**src/rtl/half_adder_pkg.sv**
```systemverilog
// Shared constants for the pipelined multi-lane half adder.
// Holds the pipeline depth bound and the reset value of every stage register.
package half_adder_pkg;

  localparam int   MAX_STAGES = 4;
  localparam logic RST_VAL    = 1'b0;

  // A depth is legal when it lies in 1..MAX_STAGES.
  function automatic logic stages_legal(input int stages);
    return (stages >= 1) && (stages <= MAX_STAGES);
  endfunction

endpackage

```
**src/rtl/half_adder_lane.sv**
```systemverilog
// One combinational 1-bit half-adder lane.
// Produces sum = a XOR b and carry = a AND b.
module half_adder_lane
  import half_adder_pkg::*;
(
  input  logic a_i,
  input  logic b_i,
  output logic s_o,
  output logic c_o
);

  assign s_o = a_i ^ b_i;
  assign c_o = a_i & b_i;

endmodule

```
**src/rtl/half_adder.sv**
```systemverilog
// WIDTH independent half-adder lanes followed by a STAGES-deep output pipeline.
// Stage 1 captures only qualified inputs; later stages shift unconditionally.
module half_adder
  import half_adder_pkg::*;
#(
  parameter int WIDTH  = 1,
  parameter int STAGES = 1
) (
  input  logic             clk,
  input  logic             rst,
  input  logic             in_valid,
  input  logic [WIDTH-1:0] a,
  input  logic [WIDTH-1:0] b,
  output logic [WIDTH-1:0] s,
  output logic [WIDTH-1:0] c,
  output logic             out_valid,
  output logic             carry_any
);

  // Out-of-range depths fall back to the nearest legal value.
  localparam int DEPTH = stages_legal(STAGES) ? STAGES :
                         ((STAGES < 1) ? 1 : MAX_STAGES);

  logic [WIDTH-1:0] lane_sum;
  logic [WIDTH-1:0] lane_cry;

  for (genvar i = 0; i < WIDTH; i++) begin : g_lane
    half_adder_lane u_lane (
      .a_i (a[i]),
      .b_i (b[i]),
      .s_o (lane_sum[i]),
      .c_o (lane_cry[i])
    );
  end

  for (genvar g = 0; g < DEPTH; g++) begin : g_stage
    logic [WIDTH-1:0] s_q, s_d;
    logic [WIDTH-1:0] c_q, c_d;
    logic             v_q, v_d;
    logic             any_q, any_d;

    if (g == 0) begin : g_first
      // Capture a new result on a qualified edge, otherwise hold the last one.
      always_comb begin
        s_d   = s_q;
        c_d   = c_q;
        any_d = any_q;
        v_d   = in_valid;
        if (in_valid) begin
          s_d   = lane_sum;
          c_d   = lane_cry;
          any_d = |lane_cry;
        end else begin
          s_d   = s_q;
          c_d   = c_q;
          any_d = any_q;
        end
      end
    end else begin : g_shift
      assign s_d   = g_stage[g-1].s_q;
      assign c_d   = g_stage[g-1].c_q;
      assign v_d   = g_stage[g-1].v_q;
      assign any_d = g_stage[g-1].any_q;
    end

    // Stage register; reset discards whatever is in flight.
    always_ff @(posedge clk or posedge rst) begin
      if (rst) begin
        s_q   <= {WIDTH{RST_VAL}};
        c_q   <= {WIDTH{RST_VAL}};
        v_q   <= RST_VAL;
        any_q <= RST_VAL;
      end else begin
        s_q   <= s_d;
        c_q   <= c_d;
        v_q   <= v_d;
        any_q <= any_d;
      end
    end
  end

  assign s         = g_stage[DEPTH-1].s_q;
  assign c         = g_stage[DEPTH-1].c_q;
  assign out_valid = g_stage[DEPTH-1].v_q;
  assign carry_any = g_stage[DEPTH-1].any_q;

endmodule

```
**config.mk**
```make
export PLATFORM = sky130hd
export DESIGN_NAME = half_adder
export DESIGN_NICKNAME = d
export VERILOG_FILES = /design/src/rtl/half_adder_pkg.sv /design/src/rtl/half_adder_lane.sv /design/src/rtl/half_adder.sv
export SDC_FILE = /design/constraint.sdc
export NUM_CORES = 1
export LEC_CHECK = 0
export CAP_MARGIN = 20
export CELL_PAD_IN_SITES_DETAIL_PLACEMENT = 1
export CELL_PAD_IN_SITES_GLOBAL_PLACEMENT = 1
export CORE_AREA = 10 10 47 49
export DETAILED_ROUTE_END_ITERATION = 10
export DIE_AREA = 0 0 57 59
export MAX_ROUTING_LAYER = met4
export PLACE_DENSITY = 0.41
export SLEW_MARGIN = 20
export SYNTH_ARGS = -nofsm -noshare
export SYNTH_HDL_FRONTEND = slang
export SYNTH_SLANG_ARGS = --single-unit
export TNS_END_PERCENT = 1
```
**constraint.sdc**
```tcl
create_clock -name clk -period 1.9 [get_ports clk]
set_clock_uncertainty 0.1 [all_clocks]
set_input_delay 0.285 -clock clk [delete_from_list [all_inputs] [get_ports clk]]
set_output_delay 0.285 -clock clk [all_outputs]
set_load 0.01 [all_outputs]
```
==> results.yml, run 1 <==
floorplan:
  die_y_um: 59
  num_rows: 14
  start_util_pct: 8.66
  die_area_sq_um: 3360
  ioPinCount: 9
  die_w_um: 57
  fp.coreArea_sq_um: 1400
setup_path:
  path_class: "reg -> out"
  rrSetupSlack_ns: 1.03
  cp_data_arrival_time_ns: 1.14
  cp.required_ns: 1.51
  crit_fanout: 3
  crit_path_end_kind: "primary output"
  start_kind: "register"
  rr_worst_depth: 1
  cpMaxStageDelayCell: "clkdlybuf4s50_1"
  worstPathBufferInverterCount: 1
  path_delay_family: "buffers and inverters"
  cpPeakStageDelay_ns: 0.55
  path_cells: "clkdlybuf4s50_1"
  r2r_end: "c"
  r2r-start: "c"
yosys:
  synth_largest_area_cell: "dfrtp_1"
  synthArstFlopShare_pct: 100
  synth-edff-count: 0
  ys.flop_type: "dfrtp_1"
  ys_types: 5
  yosys-top-cells-count: "dfrtp_1 (3), mux2_2 (2), buf_4 (1), ha_1 (1), inv_1 (1)"
  synth_area_sq_um: 121
  netlist_top_cells_area: "dfrtp_1 (62%), mux2_2 (19%), ha_1 (10%)"
  syn_area_per_cell_sq_um: 15.2
  yosys_register_bits: 3
  syn_inst: 8
  seq_area_frac_synth_pct: 61.9
  synth_most_common_cell: "dfrtp_1"
  synth_fp_nets: 14
  synth_warnings: 0
  synth_top_cell_area_share_pct: 61.9
final_layout:
  syn_to_final_growth_pct: 97.9
  final_nets: 26
  layout.cells.non_filler: 35
  diodes: 0
  fill_cells: 167
  final_cell_area_sq_um: 240
  multiInputGateArea_sq_um: 35.0
  seq_area_sq_um: 75.1
  final_util_pct: 17.1
  drive_above_1_share_pct: 26.3
detailed_routing:
  drtIter0Drc: 1
  vias: 101
  ant_nets: 0
  routed_wl_um: 348
  drc_errors: 0
  via_per_inst: 2.89
  wl_per_cell_um: 9.94
  first_pass_iters: 2
run:
  max_cap_viol_count: 0
hold_path:
  min_path_type: "in -> async"
cts:
  postCtsSetupBuffers: 0
  tritoncts: "built"
  clkSinkCount: 3
  clk_pin_slew_ns: 0.04
  cts_buffers: 3
  clk-insertion-delay-late_ns: 0.23
  cts_max_path_buffers: 2
  cts-resized-gates: 0
  cts_max_level: 1
  cts_hold_buffers: 0
  clockRootBuffer: "clkbuf_4"
timing:
  min_period_over_period_pct: 80.1
  worst_slew_pin_slew_ns: 0.127
  finalWorstPathRequiredPeriod_ns: 1.52
  rsz0062_at_grt: "no"
  max_freq_ghz: 0.657
  timing_max_transition_violations_final: 0
  finalHoldViolCount: 0
  fin_setup_tns_ns: 0
  relSlewSlack_pct: 91.5
  finalSetupViolations: 0
placed_design:
  placed_area_sq_um: 214
  dp.cells: 31
  port_buffers: 8
  place.gp.congestion: 0.677
power_and_ir_drop:
  ir_drop_v: 0.000104
  finalPower_uw: 221
  leakage_nw: 0.104
  p_per_area_nw_per_um2: 922
run_status:
  outcome: "finished, final reports clean"
global_route:
  antenna_found_initial: 0
  grt_start_max_net_pins: 4
  grt_pass1_wl_um: 552
  track_usage_pct: 3.02
  overflow: 0
  grt_pass1_vias: 124
-- final cells by class --
class / count / area share, %
repair buffers: 8 / 33.3
multi-input cells: 3 / 14.6
flip-flops and latches: 3 / 31.3
inverters: 1 / 1.56
clock buffers: 4 / 10.9
well taps: 16 / 8.33
-- per-layer routing --
metal | vias to the layer above | share of wire (%) | global-route usage [%] | routed length, um
met4 | 0 | 0 | 5.03 | 0
met1 | 45 | 38 | 1.91 | 133
li1 | 47 | - | - | -
met2 | 9 | 35 | 2.02 | 123
met3 | 0 | 26 | 5.15 | 91
met5 | - | 0 | - | 0
-- state kept, by name, summed over array words and instances (netlist names) --
register	flops
s	1
c	1
out_valid	1
-- stage by stage --
stage | setup slack (ns) | hold slack (ns)
after floorplan | 0.883 | -0.0614
after global placement | 0.438 | 0.369
after detailed placement | 0.445 | 0.359
after CTS | 0.360 | 0.116
after global routing | 0.311 | 0.132
final | 0.378 | 0.125
-- power by group --
part	internal [mW]	leakage (nW)	switching, mW	total [mW]
Clock	0.0786	0.0150	0.0316	0.110
Combinational	0.0255	0.0526	0.0118	0.0373
Sequential	0.0704	0.0362	0.00339	0.0738
-- cell families (layout without fill, tap and decap cells) --
| family | count (synthesis) | count (layout) | share of synthesized area [%] |
|---|---|---|---|
| flip-flops | 3 | 3 | 61.9 |
| buffers and inverters | 2 | 13 | 9.28 |
| multiplexers | 2 | 2 | 18.6 |
| adder cells (fa/ha/maj) | 1 | 1 | 10.3 |
-- worst max-delay path by stage --
stage                     cells after the start   endpoint  start
after global placement                        3          s      a
after global routing                          1          c      c
after CTS                                     1  carry_any      c
after floorplan                               2          s      a
after detailed placement                      3          s      a
final                                         1  carry_any      c
-- cells in the final DEF (no fill, tap or decap) --
master           netlist  layout
clkdlybuf4s50_1        0       8
inv_1                  1       1
clkbuf_4               0       3
ha_1                   1       1
mux2_2                 2       2
clkbuf_1               0       1
dfrtp_1                3       3
Power figures use the tool's default switching activity.
==> run 2, diff against run 1 <==
==> constraint.sdc (replaced) <==
create_clock -name clk -period 1.5 [get_ports clk]
set_clock_uncertainty 0.1 [all_clocks]
set_input_delay 0.225 -clock clk [delete_from_list [all_inputs] [get_ports clk]]
set_output_delay 0.225 -clock clk [all_outputs]
set_load 0.01 [all_outputs]
==> run 2 against run 1 <==
Against the previous run:
- sequential power rose by 25%
- cell count did not move
- register-to-register slack got worse by 0.38 ns
- largest cell class unchanged
==> results.yml, run 2 (synthesis results as in run 1) <==
floorplan:
  start_util_pct: 8.66
  num_rows: 14
  die_y_um: 59
  ioPinCount: 9
  fp.coreArea_sq_um: 1400
  die_w_um: 57
  die_area_sq_um: 3360
placed_design:
  pre_cts_ws_ns: 0.0909
  port_buffers: 8
  dpl.hpwl_um: 289
  place.gp.congestion: 0.690
  placed_area_sq_um: 214
detailed_routing:
  vias: 99
  first_pass_iters: 1
  drc_errors: 0
  drtIter0Drc: 0
  wl_per_cell_um: 10.6
  via_per_inst: 2.83
  routed_wl_um: 370
  ant_nets: 0
setup_path:
  path_cells: "clkdlybuf4s50_1"
  crit_fanout: 1
  cpMaxStageDelayCell: "clkdlybuf4s50_1"
  cp_data_arrival_time_ns: 1.07
  worstPathBufferInverterCount: 1
  cp.required_ns: 1.17
  path_delay_family: "buffers and inverters"
  start_kind: "register"
  crit_path_end_kind: "primary output"
  path_class: "reg -> out"
  cpPeakStageDelay_ns: 0.53
timing:
  finalHoldViolCount: 0
  relSlewSlack_pct: 90.7
  timing_max_transition_violations_final: 0
  max_freq_ghz: 0.717
  rsz0062_at_grt: "no"
  finalSetupViolations: 0
  worst_slew_pin_slew_ns: 0.139
  min_period_over_period_pct: 93.0
  finalWorstPathRequiredPeriod_ns: 1.39
  setup_ws_ns: 0.105
  fin_setup_tns_ns: 0
global_route:
  use_met3_pct: 3.22
  grt_start_max_net_pins: 4
  top_usage_layer: "met4"
  gr-usage-met1_pct: 2.86
  track_usage_pct: 3.16
  grt_pass1_wl_um: 634
  antenna_found_initial: 0
  overflow: 0
  grt_pass1_vias: 144
  grtUsageMet2_pct: 2.64
final_layout:
  final_util_pct: 17.7
  drive_above_1_share_pct: 26.3
  final_common_cell: "clkdlybuf4s50_1"
  fill_cells: 169
  diodes: 0
  final_cell_mix: "clkdlybuf4s50_1 (5), dfrtp_1 (3), clkbuf_4 (3), dlymetal6s2s_1 (3), mux2_2 (2)"
  final_cell_area_sq_um: 248
  final_nets: 26
  syn_to_final_growth_pct: 104
cts:
  cts_max_path_buffers: 2
  cts_hold_buffers: 0
  clk_pin_slew_ns: 0.04
  cts_buffers: 3
  clk-insertion-delay-late_ns: 0.23
  tritoncts: "built"
  cts_max_level: 1
  postCtsSetupBuffers: 0
  clockRootBuffer: "clkbuf_4"
  clkSinkCount: 3
  cts-resized-gates: 0
power_and_ir_drop:
  ir_drop_v: 0.000157
  p_per_area_nw_per_um2: 1120
  comb_power_share_pct: 16.5
  switching_share_pct: 21.4
  p_switching_uw: 59.7
  power_frac_clock_pct: 50.3
  seqPwrFrac_pct: 33.2
  internal_power_uw: 219
  leakage_nw: 0.141
run_status:
  outcome: "finished, final reports clean"
run:
  max_cap_viol_count: 0
hold_path:
  min_path_type: "in -> async"
## run 2: path summary, 6_finish.rpt
check	startpoint	end	slack, ns	cells past startpoint
worst min-delay path	rst	out_valid	0.07	2
worst max register to register	c	c	0.65	1
worst min register to register	s	s	0.40	1
max in group asynchronous	rst	c	1.10	2
worst max-delay path	out_valid	out_valid	0.11	1
min in group clk	s	s	0.40	1
## run 2: layer usage
metal	vias to the layer above	part of all wire, %
li1	47	-
met1	43	48
met2	9	36
met3	0	16
met4	0	0
met5	-	0
## run 2: layout make-up
type	instances	area, sq um	area share, %
repair buffers	8	87.6	35.4
flip-flops and latches	3	75.1	30.3
multi-input cells	3	35.0	14.1
clock buffers	4	26.3	10.6
well taps	16	20.0	8.08
inverters	1	3.75	1.52
## run 2: power by group through the flow
stage	Clock (mW)	Combinational, mW	Sequential [mW]
2_1_floorplan	0	0.0138	0.0979
3_3_place_gp	0	0.0493	0.0943
3_5_place_dp	0	0.0493	0.0946
4_1_cts	0.149	0.0493	0.0935
5_1_grt	0.164	0.0512	0.0945
6_report	0.140	0.0459	0.0926
## run 2: through the flow
step / cells / hold slack [ns] / total power, mW
global route: 35 / 0.0614 / 0.309
detailed placement: 31 / 0.306 / 0.144
global placement: 31 / 0.306 / 0.144
floorplan: 8 / -0.121 / 0.112
CTS: 35 / 0.0623 / 0.292
finish: 35 / 0.0695 / 0.279
